File: src/rtl/vid_pattern_gen_if.sv
// vid_pattern_gen_if: Avalon-ST video stream bundle (24-bit beats, sop/eop, ready latency 0)
// Ports: data[23:0], valid, sop, eop (source -> sink); ready (sink -> source)
interface vid_pattern_gen_if;
    logic [23:0] data;
    logic        valid;
    logic        sop;
    logic        eop;
    logic        ready;
    modport master (output data, valid, sop, eop, input ready);
    modport slave (input data, valid, sop, eop, output ready);
endinterface

File: src/rtl/vid_pattern_gen.sv
// vid_pattern_gen: Avalon-ST video test pattern source (solid, bars, checkerboard, moving gradient)
// Ports: clk_65 pixel clock, reset async active-high, enable run request, pattern_sel/solid_rgb
// pattern controls, dout stream master, frame_count completed packets, busy FSM not idle.
// Macro VID_PATTERN_CTRL_PKT_EN adds a control packet (width/height/progressive) before each frame.
module vid_pattern_gen #(
    parameter int H_ACTIVE = 1024,
    parameter int V_ACTIVE = 768
) (
    input  logic              clk_65,
    input  logic              reset,
    input  logic              enable,
    input  logic [1:0]        pattern_sel,
    input  logic [23:0]       solid_rgb,
    vid_pattern_gen_if.master dout,
    output logic [15:0]       frame_count,
    output logic              busy
);
    localparam logic [11:0] X_LAST = 12'(H_ACTIVE - 1);
    localparam logic [11:0] Y_LAST = 12'(V_ACTIVE - 1);
    localparam logic [8:0] BAR_LAST = 9'(H_ACTIVE / 8 - 1);

`ifdef VID_PATTERN_CTRL_PKT_EN
    typedef enum logic [2:0] {IDLE, CTRL_HDR, CTRL_DATA, VID_HDR, PIXELS} state_t;
    localparam state_t FIRST = CTRL_HDR;
    localparam logic [23:0] FIRST_HDR = 24'h00000F;
    localparam logic [15:0] W = 16'(H_ACTIVE);
    localparam logic [15:0] HH = 16'(V_ACTIVE);
    // one nibble per symbol, symbol 0 in the low byte
    function automatic logic [23:0] ctrl_beat(input logic [1:0] b);
        return b == 2'd0 ? {4'h0, W[7:4], 4'h0, W[11:8], 4'h0, W[15:12]} :
               b == 2'd1 ? {4'h0, HH[11:8], 4'h0, HH[15:12], 4'h0, W[3:0]} :
                           {8'h03, 4'h0, HH[3:0], 4'h0, HH[7:4]};
    endfunction
`else
    typedef enum logic [1:0] {IDLE, VID_HDR, PIXELS} state_t;
    localparam state_t FIRST = VID_HDR;
    localparam logic [23:0] FIRST_HDR = 24'h000000;
`endif

    function automatic logic [23:0] pix(input logic [1:0] sel, input logic [23:0] rgb,
                                        input logic [7:0] grad, input logic chk, input logic [2:0] bar);
        return sel == 2'd0 ? rgb :
               sel == 2'd1 ? {{8{~bar[1]}}, {8{~bar[2]}}, {8{~bar[0]}}} :
               sel == 2'd2 ? (chk ? 24'h000000 : 24'hFFFFFF) : {3{grad}};
    endfunction

    state_t      state_q;
    logic [23:0] data_q;
    logic        valid_q;
    logic        sop_q;
    logic        eop_q;
    logic [15:0] frame_count_q;
    logic [11:0] x_q, y_q, x_d, y_d;
    logic [8:0]  bar_cnt_q, bar_cnt_d;
    logic [2:0]  bar_q, bar_d;
    logic [1:0]  sel_q;
    logic [23:0] rgb_q;
    logic        xfer, launch, last_x, bar_wrap;

    always_comb begin
        xfer = valid_q && dout.ready;
        // back-to-back: the next header is loaded on the same edge the EOP leaves
        launch = enable && (state_q == IDLE || (state_q == PIXELS && xfer && eop_q));
        last_x = x_q == X_LAST;
        bar_wrap = bar_cnt_q == BAR_LAST;
        x_d = last_x ? 12'd0 : x_q + 12'd1;
        y_d = last_x ? y_q + 12'd1 : y_q;
        bar_cnt_d = (last_x || bar_wrap) ? 9'd0 : bar_cnt_q + 9'd1;
        bar_d = last_x ? 3'd0 : bar_wrap ? bar_q + 3'd1 : bar_q;
    end

    always_ff @(posedge clk_65 or posedge reset) begin
        if (reset) begin
            state_q <= IDLE;
            data_q <= '0;
            valid_q <= 1'b0;
            sop_q <= 1'b0;
            eop_q <= 1'b0;
            frame_count_q <= '0;
            x_q <= '0;
            y_q <= '0;
            bar_cnt_q <= '0;
            bar_q <= '0;
            sel_q <= '0;
            rgb_q <= '0;
        end else begin
            if (xfer && eop_q && state_q == PIXELS)
                frame_count_q <= frame_count_q + 16'd1;
            if (launch) begin
                state_q <= FIRST;
                valid_q <= 1'b1;
                sop_q <= 1'b1;
                eop_q <= 1'b0;
                data_q <= FIRST_HDR;
            end else if (xfer) begin
                case (state_q)
`ifdef VID_PATTERN_CTRL_PKT_EN
                    CTRL_HDR: begin
                        state_q <= CTRL_DATA;
                        x_q <= '0;
                        data_q <= ctrl_beat(2'd0);
                        sop_q <= 1'b0;
                    end
                    // x_q counts control beats 0..2; eop rides on beat 2
                    CTRL_DATA: begin
                        x_q <= x_q + 12'd1;
                        state_q <= x_q[1] ? VID_HDR : CTRL_DATA;
                        data_q <= x_q[1] ? 24'h000000 : ctrl_beat(x_q[1:0] + 2'd1);
                        sop_q <= x_q[1];
                        eop_q <= x_q[0];
                    end
`endif
                    VID_HDR: begin
                        state_q <= PIXELS;
                        sel_q <= pattern_sel;
                        rgb_q <= solid_rgb;
                        x_q <= '0;
                        y_q <= '0;
                        bar_cnt_q <= '0;
                        bar_q <= '0;
                        data_q <= pix(pattern_sel, solid_rgb, frame_count_q[7:0], 1'b0, 3'd0);
                        sop_q <= 1'b0;
                        eop_q <= 1'b0;
                    end
                    PIXELS: begin
                        if (eop_q) begin
                            state_q <= IDLE;
                            valid_q <= 1'b0;
                            sop_q <= 1'b0;
                            eop_q <= 1'b0;
                        end else begin
                            x_q <= x_d;
                            y_q <= y_d;
                            bar_cnt_q <= bar_cnt_d;
                            bar_q <= bar_d;
                            data_q <= pix(sel_q, rgb_q, x_d[7:0] + frame_count_q[7:0], x_d[5] ^ y_d[5], bar_d);
                            eop_q <= x_d == X_LAST && y_d == Y_LAST;
                        end
                    end
                    default: ;
                endcase
            end
        end
    end

    assign dout.data = data_q;
    assign dout.valid = valid_q;
    assign dout.sop = sop_q;
    assign dout.eop = eop_q;
    assign frame_count = frame_count_q;
    assign busy = state_q != IDLE;
endmodule

File: src/flat_wrapper.sv
// flat-port wrapper written by rule: the top's interface ports become plain ports
module vid_pattern_gen_flat 
#(
    parameter int H_ACTIVE = 1024,
    parameter int V_ACTIVE = 768
)
  (clk_65, reset, enable, pattern_sel, solid_rgb, frame_count, busy, dout_data, dout_valid, dout_sop, dout_eop, dout_ready);
  vid_pattern_gen_if dout_i ();
  input  logic clk_65;
  input  logic reset;
  input  logic enable;
  input  logic [1:0] pattern_sel;
  input  logic [23:0] solid_rgb;
  output logic [15:0] frame_count;
  output logic busy;
  output wire logic [$bits(dout_i.data)-1:0] dout_data;
  output wire logic [$bits(dout_i.valid)-1:0] dout_valid;
  output wire logic [$bits(dout_i.sop)-1:0] dout_sop;
  output wire logic [$bits(dout_i.eop)-1:0] dout_eop;
  input wire logic [$bits(dout_i.ready)-1:0] dout_ready;
  assign dout_data = dout_i.data;
  assign dout_valid = dout_i.valid;
  assign dout_sop = dout_i.sop;
  assign dout_eop = dout_i.eop;
  assign dout_i.ready = dout_ready;
  vid_pattern_gen #(.H_ACTIVE(H_ACTIVE), .V_ACTIVE(V_ACTIVE)) u_core (.clk_65(clk_65), .reset(reset), .enable(enable), .pattern_sel(pattern_sel), .solid_rgb(solid_rgb), .dout(dout_i), .frame_count(frame_count), .busy(busy));
endmodule
File: config.mk
export PLATFORM = sky130hd
export DESIGN_NAME = vid_pattern_gen_flat
export DESIGN_NICKNAME = d
export VERILOG_FILES = /design/src/rtl/vid_pattern_gen_if.sv /design/src/rtl/vid_pattern_gen.sv /design/src/flat_wrapper.sv
export SDC_FILE = /design/constraint.sdc
export NUM_CORES = 1
export LEC_CHECK = 0
export CORE_ASPECT_RATIO = 1.5
export CORE_MARGIN = 4
export CORE_UTILIZATION = 40
export CTS_BUF_LIST = sky130_fd_sc_hd__clkbuf_16
export DETAILED_ROUTE_END_ITERATION = 6
export PLACE_DENSITY = 0.57
export SYNTH_ARGS = -nofsm -noshare
export SYNTH_HDL_FRONTEND = slang
export SYNTH_SLANG_ARGS = --single-unit
File: constraint.sdc
create_clock -name clk_65 -period 4.3 [get_ports clk_65]
set_input_delay 0.43 -clock clk_65 [delete_from_list [all_inputs] [get_ports clk_65]]
set_output_delay 0.43 -clock clk_65 [all_outputs]
set_load 0.05 [all_outputs]
==> flow_summary.yaml, run 1 <==
cts:
  root_buffer: "clkbuf_16"
  clk_latency_ns: 0.35
  path_clk_slew_ns: 0.07
  cts_resized: 0
  postCtsSetupRepairBufs: 0
  cts_tree: "yes"
  cts_max_path_buffers: 2
  cts_sinks: 106
  cts_buffers: 9
  cts_hold_buffers: 0
  h-tree-depth: 3
synth:
  synth_edf_count: 0
  synth_top_family_by_area: "compound AO/OA/AOI/OAI gates"
  yosys-top-cells-count: "dfrtp_1 (106), o21ai_0 (76), nand2_1 (71), nor2_1 (50), a21oi_1 (29)"
  synth.area.mux_share: 0.0614
  synth_most_common_cell: "dfrtp_1"
  synth_xor_xnor_area_share: 0.0524
  synth-adder-area-share: 0.0307
  ys.warnings.count: 0
  seq_area_frac_synth: 0.446
  syn-cell-area_um2: 5950
  synth_cells: 633
  async_reset_ff_frac: 1.00
  yosys.area_share.simple: 0.182
  syn_nets: 677
  yosys.area.top_type_share: 0.446
  yosysUniqueCellTypes: 61
  postSynthRegisterBits: 106
  synth_area_leaders: "dfrtp_1 (45%), o21ai_0 (6.4%), mux2_2 (5.3%)"
  yosys.area.top_type: "dfrtp_1"
  synth_ff_type: "dfrtp_1"
  syn_avg_cell_area_um2: 9.40
  synth_compound_area_frac: 0.195
floorplanning:
  die_y_um: 157
  start_util: 0.408
  die_x_um: 108
  ios: 74
  core_um2: 14600
  dieArea_um2: 16900
  rows: 54
pwr:
  pwr_density_cell_nw_per_um2: 527
  p_leak_nw: 2.98
  ir_drop_uv: 336
global_route:
  grt_max_degree: 65
  grt_pass1_wl_um: 26800
  grt_pass1_vias: 5162
  top_usage_layer: "met2"
  antenna_found_initial: 0
  grt.total_usage: 0.199
  use_met2: 0.362
  overflow: 0
  global_route.usage.met1: 0.241
  grt_util_met3: 0.0295
worst_setup_path:
  cp_cell_sequence: "ha_1, nand3_2, nor3_4, nor2_1, ha_1, fa_1, a211oi_1, nor4b_1, or4_1, nand3_1, o221ai_1"
  critPathBufInv: 0
  worst_path_max_delay_cell: "or4_1"
  cp.required_ns: 4.49
  critPathTopFamily: "simple AND/OR/NAND/NOR gates"
  start_kind: "register"
  crit_type: "reg2reg"
  crit_path_max_incr_delay_ns: 0.49
  endpoint_kind: "register"
  cp_data_arrival_time_ns: 3.47
  crit_fanout: 9
  cpMostUsedCell: "ha_1"
placement:
  hpwl_um: 12000
  gp_congestion: 0.833
  io_buffer_count: 73
  pre_cts_ws_ns: 1.04
  dp.cells: 876
  placedInstanceArea_um2: 6840
routing:
  dr.pass1.iters: 4
  wl_um: 16600
  detail_route.iter0.violations: 213
  ant_nets: 0
  drc: 0
  wl_per_cell_um: 18.6
  vias: 5150
  via_per_inst: 5.77
timing:
  setup_ws_ns: 1.02
  fin_skew_ns: 0.00982
  setup_tns_ns: 0
  tightest_slew_ns: 0.932
  slew_headroom: 0.378
  hold_slack_ns: 0.479
  slew_viol_final: 0
  hold_viol: 0
  fmax_ghz: 0.305
  period_share: 0.762
  finalSetupViolations: 0
  period_minus_slack_ns: 3.28
  rsz0062_at_grt: "no"
finish:
  layoutNonFillerInstCount: 892
  diodes: 0
  area_delta_synth_final_pct: 19.7
  stdcell_area_um2: 7120
  final_nets: 735
  drive_above_1_share: 0.0977
run:
  maxCapViolCount: 0
run_status:
  status: "finished clean"
min_path:
  hold_class: "reg2reg"
-- flip-flops by register name (all words and copies together), names as in the netlist --
| signal | cells |
|---|---|
| u_core.dout.eop | 1 |
| u_core.rgb_q | 24 |
| u_core.x_q | 12 |
| u_core.frame_count | 16 |
| u_core.sel_q | 2 |
| u_core.dout.data | 24 |
| u_core.bar_cnt_q | 9 |
| u_core.state_q | 2 |
| u_core.dout.valid | 1 |
| u_core.bar_q | 3 |
| u_core.y_q | 12 |
-- metal layers --
| layer | wire length (um) | part of all wire | vias to the layer above |
|---|---|---|---|
| li1 | - | - | 2418 |
| met1 | 6700 | 0.40 | 2557 |
| met2 | 8770 | 0.53 | 152 |
| met3 | 756 | 0.046 | 23 |
| met4 | 330 | 0.020 | 0 |
| met5 | 0 | 0 | - |
-- layout make-up --
class                      instances  area [um2]
tap                              196         245
fill                            1443        7470
clock buffer                       9         225
sequential                       106        2650
inverter                          14        55.1
clock inverter                     7        51.3
multi-input combinational        480        3110
timing repair buffer              80         783
-- report_power, final --
part	switching (mW)	internal, mW
Combinational	1.01	0.546
Sequential	0.190	1.22
Clock	0.389	0.398
-- metrics by stage --
stage	util	total power, mW
floorplan	-	2.46
global placement	0.469	2.96
detailed placement	0.469	2.99
CTS	0.488	3.78
global route	0.488	3.96
finish	0.488	3.75
-- kinds of logic after synthesis --
logic type,Yosys count
and+or+nand+nor,214
adders and majority gates,14
AOI/OAI and AO/OA,185
muxes,33
DFF,106
buffers and inverters,47
xor gates and xnor gates,34
-- layout by cell type, fill, tap and decap left out, types with 3 or more instances in the layout --
master and n:
nor4_1 4, o22ai_1 7, clkbuf_16 9, and4_1 4, nand3b_1 3, nor3_1 4
and2_1 6, a21oi_1 29, ha_1 13, dfrtp_1 106, o21ai_0 76, mux2i_1 5
or2_2 5, nor3b_1 5, nor2_1 50, or3_1 7, nand3_1 21, mux2_2 28
buf_4 7, inv_6 3, a31oi_1 4, o211ai_1 4, nand4_1 12, inv_1 14
o31ai_1 19, nand2b_1 4, clkdlybuf4s50_1 73, and3_1 4, nand2_1 71, xor2_1 14
o21a_1 10, xnor2_1 19, o221ai_1 15, a22o_1 4
-- final timing paths --
path | slack [ns] | cells after the start | start | end
max in group asynchronous | 2.86 | 3 | reset | u_core.x_q[3]
setup / recovery | 1.02 | 11 | u_core.x_q[0] | u_core.dout.data[14]
hold reg to reg | 0.48 | 1 | u_core.frame_count[15] | u_core.frame_count[15]
hold / removal | 0.48 | 1 | u_core.frame_count[15] | u_core.frame_count[15]
min in group asynchronous | 0.61 | 2 | reset | u_core.rgb_q[5]
setup reg to reg | 1.02 | 11 | u_core.x_q[0] | u_core.dout.data[14]
(Power assumes the default switching activity.)
==> inputs of run 2 (changes only) <==
PLACE_DENSITY = 0.59   (was 0.57)
clock period = 2.7 ns   (was 4.3 ns; I/O delays follow)
==> run 2 against run 1 <==
Against the previous run: die area unchanged; utilization increased by 3.3 points; cell count increased by 5.0%; critical path depth decreased by 1; register-to-register slack got worse by 0.99 ns; combinational power increased by 74%; non-clock buffer count increased by 45; sequential share of layout area decreased by 2.3 points; power increased by 65%; global-route usage increased by 0.67 points; largest power group unchanged.
==> flow_summary.yaml, run 2 (synthesis results as in run 1) <==
run_status:
  status: "finished clean"
routing:
  drc: 0
  wl_met2_um: 8860
  wl_per_cell_um: 18.1
  wl_um: 16900
  ant_nets: 0
  wl_met3_um: 658
  via_per_inst: 5.60
  vias: 5244
  detail_route.iter0.violations: 178
  dr.pass1.iters: 4
  wl_met1_um: 6810
  highest_layer: "met4"
worst_setup_path:
  crit_fanout: 3
  crit_path_max_incr_delay_ns: 0.51
  worst_path_max_delay_cell: "or4_1"
  cp_cell_sequence: "nand4bb_4, nor3_4, nor2_2, ha_2, fa_2, a211oi_2, nor4b_1, or4_1, nand3_2, o221ai_1"
  cp_data_arrival_time_ns: 2.89
  crit_type: "reg2reg"
  cp.required_ns: 2.92
  endpoint_kind: "register"
  start_kind: "register"
timing:
  fin_skew_ns: 0.00830
  slew_viol_final: 0
  hold_viol: 0
  fmax_ghz: 0.375
  period_minus_slack_ns: 2.67
  hold_slack_ns: 0.377
  finalSetupViolations: 0
  slew_headroom: 0.512
  period_share: 0.989
  tightest_slew_ns: 0.731
  rsz0062_at_grt: "yes"
global_route:
  grt_max_degree: 49
  grt_pass1_vias: 5342
  grt.total_usage: 0.205
  antenna_found_initial: 0
  grt_pass1_wl_um: 27500
  overflow: 0
finish:
  final_nets: 780
  layout_common_cells: "dfrtp_1 (104), o21ai_0 (74), clkdlybuf4s50_1 (73)"
  final_common_cell: "dfrtp_1"
  diodes: 0
  drive_above_1_share: 0.175
  fill_cells: 1379
  area_delta_synth_final_pct: 27.7
pwr:
  clkPwrFrac: 0.208
  ir_drop_uv: 475
  p_total_mw: 6.20
  combPwrFrac: 0.435
  pwr_density_cell_nw_per_um2: 816
  netSwitchingFraction: 0.418
  internal_power_mw: 3.61
  p_leak_nw: 3.22
  p_seq_frac: 0.356
  power.switching_mw: 2.59
cts:
  h-tree-depth: 3
  cts_buffers: 9
  cts_max_path_buffers: 2
  root_buffer: "clkbuf_16"
  cts_tree: "yes"
  cts_sinks: 106
  path_clk_slew_ns: 0.08
  cts_hold_buffers: 0
  clk_latency_ns: 0.35
placement:
  hpwl_um: 12700
  gp_congestion: 0.902
  io_buffer_count: 73
floorplanning:
  die_y_um: 157
  die_x_um: 108
  ios: 74
  dieArea_um2: 16900
  start_util: 0.408
  core_um2: 14600
  rows: 54
min_path:
  hold_class: "in2async"
run:
  maxCapViolCount: 0
run 2: changes by cell type in the layout (fill, tap and decap cells not counted), moves of 3 or more:
cell / previous run / this run
ha_1: 13 / 9
ha_2: 0 / 3
buf_12: 0 / 3
nor2_1: 50 / 46
nor2_2: 0 / 4
buf_4: 7 / 49
run 2: power groups by stage:
stage	logic, mW	clock network [mW]	registers [mW]
floorplan	1.10	0	2.84
global placement	2.62	0	2.23
detailed placement	2.65	0	2.24
CTS	2.71	1.32	2.20
global route	2.92	1.39	2.26
finish	2.70	1.29	2.21
run 2: worst paths after layout:
path	startpoint	end	slack, ns	cells past startpoint
setup / recovery	u_core.x_q[11]	u_core.dout.data[22]	0.03	10
hold / removal	reset	u_core.bar_cnt_q[7]	0.38	2
setup reg to reg	u_core.x_q[11]	u_core.dout.data[22]	0.03	10
hold reg to reg	u_core.frame_count[15]	u_core.frame_count[15]	0.48	1
max in group asynchronous	reset	u_core.x_q[0]	1.67	3
min in group clk_65	u_core.frame_count[15]	u_core.frame_count[15]	0.48	1
run 2: final cells by class:
class / count / area, um2 / share of cell area
repair buffers: 125 / 1160 / 0.152
clock buffers: 9 / 225 / 0.0296
well taps: 196 / 245 / 0.0323
inverters: 14 / 56.3 / 0.00741
clock inverters: 7 / 61.3 / 0.00807
multi-input cells: 480 / 3200 / 0.421
flip-flops and latches: 106 / 2660 / 0.349
run 2: worst max-delay path, delay by kind of cell (launching register included):
kind | cells | cell delay (ns)
simple gates | 6 | 1.25
fa+ha+maj | 2 | 0.54
flops | 1 | 0.39
compound gates | 2 | 0.35
run 2: timing repair:
item | 4_1_cts | 5_1_grt
pin swaps | 2 | 4
endpoints found under the setup margin | 5 | 13
setup buffers | 4 | 2
cloned | 0 | 0
resized for setup | 2 | 14
run 2: metrics by stage:
step | setup WS [ns] | std cells | utilization | cell area (um2) | setup TNS [ns]
after floorplan | -0.227 | 633 | - | 5990 | -0.641
after global placement | 0.0469 | 915 | 0.493 | 7200 | 0
after detailed placement | -0.0556 | 915 | 0.493 | 7200 | -0.118
after CTS | -0.00106 | 935 | 0.516 | 7530 | -0.00106
after global routing | -0.0806 | 937 | 0.521 | 7600 | -0.331
final | 0.0304 | 937 | 0.521 | 7600 | 0
run 2: per-layer routing:
metal / track usage / vias to the layer above
met1: 0.243 / 2558
met3: 0.0382 / 38
met2: 0.361 / 131
met5: 0 / -
met4: 0.0878 / 0
li1: - / 2517
==> inputs of run 3 (changes only) <==
CORE_MARGIN = 2   (was 4)
==> run 3 against run 2 <==
Against the previous run: the run now ends with negative setup slack left; hold slack got worse by 0.061 ns; fmax fell by 1.5%; highest routed layer unchanged; via count barely moved; wire length fell by 1.4%; count of clock-buffer cells in the layout did not move; first-iteration DRC count rose by 33%; global-route usage rose by 0.80 points; clock skew fell by 0.0017 ns; largest power group unchanged; sequential share of layout area rose by 0.37 points; cell count fell by 0.96%.
==> flow_summary.yaml, run 3 (synthesis results as in run 1) <==
worst_setup_path:
  start_kind: "register"
  endpoint_kind: "register"
  crit_type: "reg2reg"
  crit_fanout: 3
  crit_path_max_incr_delay_ns: 0.50
  critPathTopFamily: "simple AND/OR/NAND/NOR gates"
  worst_path_max_delay_cell: "or4_4"
  cp_data_arrival_time_ns: 2.92
  critPathBufInv: 0
  cp_cell_sequence: "nand4bb_4, nor3_4, nor2_1, ha_2, fa_2, a211oi_4, nor4b_2, or4_4, nand3_2, o221ai_1"
  cp.required_ns: 2.91
global_route:
  antenna_found_initial: 0
  grt.total_usage: 0.213
  grt_pass1_vias: 5295
  overflow: 0
  grt_max_degree: 49
  grt_pass1_wl_um: 27500
floorplanning:
  die_y_um: 153
  ios: 74
  dieArea_um2: 15900
  start_util: 0.410
  core_um2: 14500
  rows: 54
  die_x_um: 104
timing:
  slew_viol_final: 0
  fmax_ghz: 0.369
  fin_skew_ns: 0.00660
  tightest_slew_ns: 0.559
  period_share: 1.00
  rsz0062_at_grt: "yes"
  slew_headroom: 0.626
  setup_ws_ns: -0.00939
  finalSetupViolations: 1
  period_minus_slack_ns: 2.71
  hold_viol: 0
routing:
  detail_route.iter0.violations: 236
  wl_um: 16700
  wl_met3_um: 638
  via_per_inst: 5.65
  wl_per_cell_um: 18.0
  vias: 5242
  wl_met2_um: 8640
  wl_met1_um: 6990
  drc: 0
  ant_nets: 0
  highest_layer: "met4"
  dr.pass1.iters: 7
run_status:
  failed_checks: "negative setup slack"
  status: "finished, violations left"
finish:
  layout_common_cells: "dfrtp_1 (104), o21ai_0 (76), clkdlybuf4s50_1 (73)"
  final_nets: 771
  diodes: 0
  drive_above_1_share: 0.160
  fin_util: 0.518
  layoutNonFillerInstCount: 928
  final_common_cell: "dfrtp_1"
  area_delta_synth_final_pct: 26.4
cts:
  cts_tree: "yes"
  root_buffer: "clkbuf_16"
  h-tree-depth: 3
  cts_sinks: 106
  clk_latency_ns: 0.35
  cts_buffers: 9
  path_clk_slew_ns: 0.08
  cts_max_path_buffers: 2
placement:
  hpwl_um: 12200
  pre_cts_ws_ns: -0.0820
  io_buffer_count: 73
  dp.cells: 908
  gp_congestion: 0.875
pwr:
  pwr_density_cell_nw_per_um2: 821
  p_leak_nw: 3.17
  ir_drop_uv: 523
min_path:
  hold_class: "in2async"
run:
  maxCapViolCount: 0
run 3: cell count changes in the layout (fill, tap and decap cells not counted), sizes merged:
| cell | delta |
|---|---|
| inv | -3 |
| buf | -9 |
| clkinv | +1 |
| clkinvlp | +2 |
run 3: timing repair:
| item | in CTS | in global routing |
|---|---|---|
| pin swaps | 2 | 3 |
| buffers inserted | 1 | 3 |
| hold buffers | 0 | 0 |
| setup endpoints to repair | 3 | 9 |
| resized for setup | 5 | 7 |
run 3: worst paths after layout:
kind                            slack (ns)                    from                     end  cells past startpoint
worst max-delay path                -0.009          u_core.x_q[11]    u_core.dout.data[22]                     10
worst min-delay path                  0.32                   reset     u_core.bar_cnt_q[7]                      2
worst max register to register      -0.009          u_core.x_q[11]    u_core.dout.data[22]                     10
worst min register to register        0.49  u_core.frame_count[15]  u_core.frame_count[15]                      1
max in group asynchronous             1.75                   reset   u_core.frame_count[6]                      3
min in group clk_65                   0.49  u_core.frame_count[15]  u_core.frame_count[15]                      1
run 3: final cells by class:
| class | count | area, um2 |
|---|---|---|
| Fill cell | 1389 | 7010 |
| Multi-Input combinational cell | 480 | 3190 |
| Sequential cell | 106 | 2660 |
| Timing Repair Buffer | 116 | 1090 |
| Tap cell | 196 | 245 |
| Clock buffer | 9 | 225 |
| Inverter | 14 | 56.3 |
| Clock inverter | 7 | 53.8 |
run 3: stage by stage:
step / TNS, ns / cell area [um2] / power [mW] / hold WS [ns]
6_report: -0.00939 / 7520 / 6.17 / 0.316
5_1_grt: -0.359 / 7520 / 6.52 / 0.351
4_1_cts: -0.00331 / 7460 / 6.17 / 0.328
3_5_place_dp: -0.176 / 7140 / 4.87 / 0.472
3_3_place_gp: 0 / 7140 / 4.83 / 0.461
2_1_floorplan: -0.641 / 5990 / 3.93 / 0.391
run 3: layer usage:
layer / vias up / global-route usage
li1: 2487 / -
met1: 2572 / 0.262
met2: 155 / 0.377
met3: 28 / 0.0299
met4: 0 / 0.0837
met5: - / 0
run 3: power breakdown:
group / leakage (nW) / switching (mW) / internal (mW)
sequential: 1.35 / 0.264 / 1.94
combinational: 1.69 / 1.70 / 0.995
clock: 0.130 / 0.638 / 0.632
